File: config.mk
export PLATFORM = sky130hd
export DESIGN_NAME = pc_gen
export DESIGN_NICKNAME = d
export VERILOG_FILES = /design/src/rtl/pc_pkg.sv /design/src/rtl/pc_btb.sv /design/src/rtl/pc_gen.sv
export SDC_FILE = /design/constraint.sdc
export NUM_CORES = 1
export LEC_CHECK = 0
export ABC_AREA = 1
export CORE_ASPECT_RATIO = 1.4
export CORE_MARGIN = 4
export CORE_UTILIZATION = 30
export CTS_BUF_LIST = sky130_fd_sc_hd__clkbuf_8
export DETAILED_ROUTE_END_ITERATION = 7
export PLACE_DENSITY = 0.45
export SYNTH_ARGS = -nofsm -noshare
export SYNTH_HDL_FRONTEND = slang
export SYNTH_SLANG_ARGS = --single-unit
File: constraint.sdc
create_clock -name clk -period 3.63 [get_ports clk]
set_input_delay 0.363 -clock clk [delete_from_list [all_inputs] [get_ports clk]]
set_output_delay 0.363 -clock clk [all_outputs]
set_load 0.02 [all_outputs]
File: src/rtl/pc_pkg.sv
// Shared constants for the fetch-stage program-counter generator.
package pc_pkg;

  // Bytes per instruction; sequential fetch advances by this amount.
  localparam int INST_BYTES = 4;

  // 2-bit branch counter encodings.
  localparam logic [1:0] SNT = 2'b00;  // strongly not taken
  localparam logic [1:0] WNT = 2'b01;  // weakly not taken
  localparam logic [1:0] WT  = 2'b10;  // weakly taken
  localparam logic [1:0] ST  = 2'b11;  // strongly taken

  // Default PC loaded on reset.
  localparam logic [31:0] DEFAULT_RESET_ADDR = 32'h0000_0000;

endpackage

File: src/rtl/pc_btb.sv
// Direct-mapped branch target buffer with 2-bit saturating counters.
// Lookup is combinational; training updates land on the clock edge, so a
// same-cycle lookup always sees the pre-update contents.
module pc_btb
  import pc_pkg::*;
#(
  parameter int XLEN      = 32,
  parameter int BTB_DEPTH = 8
) (
  input  logic            clk,
  input  logic            rst,
  input  logic [XLEN-1:0] lk_pc,
  output logic            lk_hit,
  output logic            lk_taken,
  output logic [XLEN-1:0] lk_target,
  input  logic            upd_en,
  input  logic [XLEN-1:0] upd_pc,
  input  logic [XLEN-1:0] upd_target,
  input  logic            upd_taken
);

  localparam int IDX   = $clog2(BTB_DEPTH);
  localparam int TAG_W = XLEN - IDX - 2;

  logic [BTB_DEPTH-1:0] valid_q, valid_d;
  logic [TAG_W-1:0]     tag_q    [BTB_DEPTH];
  logic [TAG_W-1:0]     tag_d    [BTB_DEPTH];
  logic [XLEN-1:0]      target_q [BTB_DEPTH];
  logic [XLEN-1:0]      target_d [BTB_DEPTH];
  logic [1:0]           ctr_q    [BTB_DEPTH];
  logic [1:0]           ctr_d    [BTB_DEPTH];

  logic [IDX-1:0]   lk_idx, upd_idx;
  logic [TAG_W-1:0] lk_tag, upd_tag;
  logic             upd_hit;

  // Byte-offset bits never take part in indexing or tagging.
  logic unused_offset;
  assign unused_offset = ^{lk_pc[1:0], upd_pc[1:0]};

  function automatic logic [1:0] ctr_sat_inc(input logic [1:0] c);
    return (c == ST) ? ST : c + 2'd1;
  endfunction

  function automatic logic [1:0] ctr_sat_dec(input logic [1:0] c);
    return (c == SNT) ? SNT : c - 2'd1;
  endfunction

  function automatic logic [XLEN-1:0] align(input logic [XLEN-1:0] a);
    return a & ~XLEN'(INST_BYTES - 1);
  endfunction

  assign lk_idx    = lk_pc[IDX+1:2];
  assign lk_tag    = lk_pc[XLEN-1:IDX+2];
  assign upd_idx   = upd_pc[IDX+1:2];
  assign upd_tag   = upd_pc[XLEN-1:IDX+2];

  assign lk_hit    = valid_q[lk_idx] & (tag_q[lk_idx] == lk_tag);
  assign lk_taken  = lk_hit & ctr_q[lk_idx][1];
  assign lk_target = target_q[lk_idx];
  assign upd_hit   = valid_q[upd_idx] & (tag_q[upd_idx] == upd_tag);

  // Training: train the counter on a hit, allocate on a taken miss.
  always_comb begin
    valid_d  = valid_q;
    tag_d    = tag_q;
    target_d = target_q;
    ctr_d    = ctr_q;
    if (upd_en) begin
      if (upd_hit) begin
        if (upd_taken) begin
          ctr_d[upd_idx]    = ctr_sat_inc(ctr_q[upd_idx]);
          target_d[upd_idx] = align(upd_target);
        end else begin
          ctr_d[upd_idx]    = ctr_sat_dec(ctr_q[upd_idx]);
        end
      end else if (upd_taken) begin
        valid_d[upd_idx]  = 1'b1;
        tag_d[upd_idx]    = upd_tag;
        target_d[upd_idx] = align(upd_target);
        ctr_d[upd_idx]    = WT;
      end
    end
  end

  // Valid bits are the only reset state; reset wins over training.
  always_ff @(posedge clk) begin
    if (rst) valid_q <= '0;
    else     valid_q <= valid_d;
  end

  // Entry payload; meaningless while its valid bit is clear.
  always_ff @(posedge clk) begin
    tag_q    <= tag_d;
    target_q <= target_d;
    ctr_q    <= ctr_d;
  end

endmodule

File: src/rtl/pc_gen.sv
// Fetch-stage program-counter generator: PC register, request valid flag,
// next-PC selection and an embedded BTB for taken-branch prediction.
module pc_gen
  import pc_pkg::*;
#(
  parameter int              XLEN       = 32,
  parameter logic [XLEN-1:0] RESET_ADDR = XLEN'(DEFAULT_RESET_ADDR),
  parameter int              BTB_DEPTH  = 8
) (
  input  logic            clk,
  input  logic            rst,
  input  logic            stall,
  input  logic            fetch_ready,
  input  logic            trap,
  input  logic [XLEN-1:0] trap_vec,
  input  logic            redirect,
  input  logic [XLEN-1:0] redirect_addr,
  input  logic            upd_en,
  input  logic [XLEN-1:0] upd_pc,
  input  logic [XLEN-1:0] upd_target,
  input  logic            upd_taken,
  output logic [XLEN-1:0] pc,
  output logic            pc_valid,
  output logic            pred_taken
);

  logic [XLEN-1:0] pc_q, pc_d;
  logic            pc_valid_q, pc_valid_d;
  logic            adv;
  logic            lk_hit, lk_taken;
  logic [XLEN-1:0] lk_target;

  function automatic logic [XLEN-1:0] align(input logic [XLEN-1:0] a);
    return a & ~XLEN'(INST_BYTES - 1);
  endfunction

  pc_btb #(
    .XLEN      (XLEN),
    .BTB_DEPTH (BTB_DEPTH)
  ) u_btb (
    .clk        (clk),
    .rst        (rst),
    .lk_pc      (pc_q),
    .lk_hit     (lk_hit),
    .lk_taken   (lk_taken),
    .lk_target  (lk_target),
    .upd_en     (upd_en),
    .upd_pc     (upd_pc),
    .upd_target (upd_target),
    .upd_taken  (upd_taken)
  );

  // Hit alone does not steer fetch; only the taken-prediction does.
  logic unused_hit;
  assign unused_hit = lk_hit;

  assign adv        = pc_valid_q & fetch_ready & ~stall;
  assign pred_taken = pc_valid_q & lk_taken;

  // Next-PC select: trap > redirect > hold > predicted target > sequential.
  always_comb begin
    pc_valid_d = 1'b1;
    pc_d       = pc_q;
    if (trap)            pc_d = align(trap_vec);
    else if (redirect)   pc_d = align(redirect_addr);
    else if (!adv)       pc_d = pc_q;
    else if (pred_taken) pc_d = align(lk_target);
    else                 pc_d = pc_q + XLEN'(INST_BYTES);
  end

  // PC and request-valid registers.
  always_ff @(posedge clk) begin
    if (rst) begin
      pc_q       <= RESET_ADDR;
      pc_valid_q <= 1'b0;
    end else begin
      pc_q       <= pc_d;
      pc_valid_q <= pc_valid_d;
    end
  end

  assign pc       = pc_q;
  assign pc_valid = pc_valid_q;

endmodule

==> flow_summary.json <==
{
  "met2WireLength_mm": 48.1,
  "tightest_slew_ns": 1.02,
  "dp_cells": 3971,
  "routed.top_layer": "met4",
  "hold_class": "in -> reg",
  "max_freq_ghz": 0.290,
  "p_leak_nw": 12.0,
  "finalNetCount": 3127,
  "setup_viol": 0,
  "drt-total-wl_mm": 96.5,
  "drtIter0Drc": 1720,
  "drc": 0,
  "tns_ns": 0,
  "crit_required_ns": 3.27,
  "cts_inserted_buffers": 87,
  "area_growth_pct": 22.8,
  "synth_area_leaders": "edfxtp_1 57%, nand2_1 10%, nand3_1 5.6%, o21ai_0 4.3%, inv_1 4.2%",
  "vdd_drop_max_mv": 0.237,
  "clock_latency_ns": 0.72,
  "p_sw_frac": 0.278,
  "antenna_left": 0,
  "slew_headroom": 0.317,
  "end_kind": "primary output",
  "synth-warning-count": 0,
  "fin_crit_ns": 3.44,
  "dr.pass1.iters": 6,
  "power_frac_clock": 0.373,
  "synth_top_cell_by_area": "edfxtp_1",
  "layout-drive-gt1-share": 0.105,
  "pre_cts_slack_ns": -0.00742,
  "crit_path_max_fanout": 22,
  "avgSynthCellArea_sq_um": 9.10,
  "power.density_nw_per_um2": 447,
  "hold_viol": 0,
  "rows": 125,
  "ys_ff_latch": 511,
  "stdcell_count": 4144,
  "dieArea_sq_um": 88200,
  "clockRootBuffer": "clkbuf_8",
  "vias": 21100,
  "tritoncts": "done",
  "cpPeakStageDelay_ns": 0.36,
  "slew_viol_final": 0,
  "holdWs_ns": 0.248,
  "slowest_stage": "dfxtp_4",
  "route.met3.wl_mm": 5.10,
  "grt_antenna_before_repair": 5,
  "synthArstFlopShare": 0,
  "cts.clk_slew.worst_paths_ns": 0.06,
  "wl_per_cell_um": 23.3,
  "synth_top_area_frac": 0.566,
  "dp_hpwl_mm": 65.0,
  "startpoint_type": "flip-flop",
  "fin_crit_sh": 0.949,
  "rsz0062_at_grt": "no",
  "synth-edff-count": 472,
  "finClkSkew_ns": 0.0432,
  "critPathKind": "reg -> out",
  "place_congestion": 0.931,
  "core_sq_um": 82900,
  "seqPwrFrac": 0.486,
  "crit_chain": "buf_12 > bufbuf_16 > o211ai_1 > nand3_2 > nand3_2 > inv_1 > nor2_1 > nand2_1 > nor2_1 > nand2_2 > nor2_4 > buf_4 > buf_2",
  "status": "finished clean",
  "syn-cell-area_sq_um": 25000,
  "grt_overflow_total": 0,
  "numPortBuffers": 159,
  "synthCells": 2752,
  "cts.sink_count": 511,
  "setup_ws_ns": 0.187,
  "ys_types": 39,
  "yosys-top-cells-count": "666 x nand2_1, 472 x edfxtp_1, 283 x inv_1",
  "hold_buffers": 0,
  "synth_sequential_area_ratio": 0.597,
  "synth.most_common_cell": "nand2_1",
  "power_switching_mw": 3.82,
  "grt_first_pass_wirelength_mm": 140,
  "worstPathArrival_ns": 3.08,
  "grt.total_usage": 0.214,
  "fp.dieW_um": 252,
  "start_util": 0.302,
  "internal-power_mw": 9.92,
  "grt_pass1_vias": 21300,
  "viasPerCell": 5.09,
  "ys.flop_type": "edfxtp_1",
  "io_pins": 170,
  "h-tree-depth": 3,
  "clockBufferDepth": 3,
  "wl_met1_mm": 39.0,
  "cap_violations": 0,
  "die_h_um": 350,
  "grt_max_degree": 123,
  "p_comb_frac": 0.141
}
[cell type report]
cell class,instances,area [sq um]
flip-flops and latches,511,15000
diodes,2,5.00
clock buffers,90,1240
repair buffers,304,3160
fillers,8380,52100
clock inverters,72,448
inverters,292,1130
well taps,1079,1350
multi-input cells,1794,8470
[worst paths after layout]
| kind | startpoint | to | slack, ns | cells after the start |
|---|---|---|---|---|
| worst min-delay path | rst | pc_valid$_DFF_P_ | 0.25 | 2 |
| worst min register to register | u_btb.valid_q[5]$_SDFFE_PP0P_ | u_btb.valid_q[5]$_SDFFE_PP0P_ | 0.48 | 2 |
| worst max-delay path | pc[2]$_SDFFE_PP0P_ | pred_taken | 0.19 | 13 |
| worst max register to register | pc[2]$_SDFFE_PP0P_ | pc[27]$_SDFFE_PP0P_ | 0.37 | 16 |
[logic make-up after synthesis]
| kind of cell | Yosys count | share of synthesized area |
|---|---|---|
| simple gates | 1299 | 0.216 |
| compound gates | 462 | 0.103 |
| buf+inv | 448 | 0.0732 |
| flops | 511 | 0.597 |
| fa+ha+maj | 1 | 0.000499 |
| other cells | 1 | 0.000150 |
| xor+xnor | 30 | 0.0105 |
[critical path, delay by kind of cell, from the launching register on]
family / cells / cell delay (ns)
flip-flops: 1 / 0.36
AO/OA/AOI/OAI: 1 / 0.27
AND/OR/NAND/NOR: 7 / 0.95
buffers and inverters: 5 / 0.79
[placed cells by master (no fill, tap or decap), drive strengths merged, types with 8 or more instances in the layout]
cell type,count
clkdlybuf4s50,156
clkbuf,90
a22oi,8
o21ai,223
a21oi,122
edfxtp,472
inv,323
nand2,669
xor2,25
nand3,284
nor2,279
buf,145
o22ai,60
dfxtp,39
o221ai,30
a21o,9
clkinv,34
nand4,32
nor3,22
[power groups by stage]
| stage | clock [mW] | combinational [mW] | sequential (mW) |
|---|---|---|---|
| after floorplan | 0 | 0.938 | 6.78 |
| after global placement | 0 | 1.83 | 6.80 |
| after detailed placement | 0 | 1.85 | 6.80 |
| after CTS | 5.29 | 1.93 | 6.68 |
| after global routing | 5.55 | 2.10 | 6.69 |
| final | 5.12 | 1.93 | 6.68 |
[sequential cells by signal (all words and copies together), names as in the netlist]
| signal | cells |
|---|---|
| pc | 30 |
| u_btb.tag_q | 216 |
| u_btb.target_q | 240 |
| pc_valid | 1 |
| u_btb.valid_q | 8 |
| u_btb.ctr_q | 16 |
[repair_timing]
action                                  CTS  global route
pin swaps                                 4             6
buffers inserted                          3             2
endpoints found under the setup margin    1             1
gates resized for setup                  33            19
gates cloned                              5             0
[metrics by stage]
step                      utilization  cell area (sq um)  total power, mW
final                           0.371              30800             13.7
after global routing            0.371              30800             14.3
after CTS                       0.370              30700             13.9
after detailed placement        0.346              28700             8.65
after global placement          0.346              28700             8.63
after floorplan                     -              25100             7.72
[layer usage]
layer  vias up  track usage
met5         -            0
met3       181       0.0301
li1       9870            -
met4         0       0.0966
met2       745        0.377
met1     10300        0.259
Note: power is estimated with default switching activity, not from simulation.
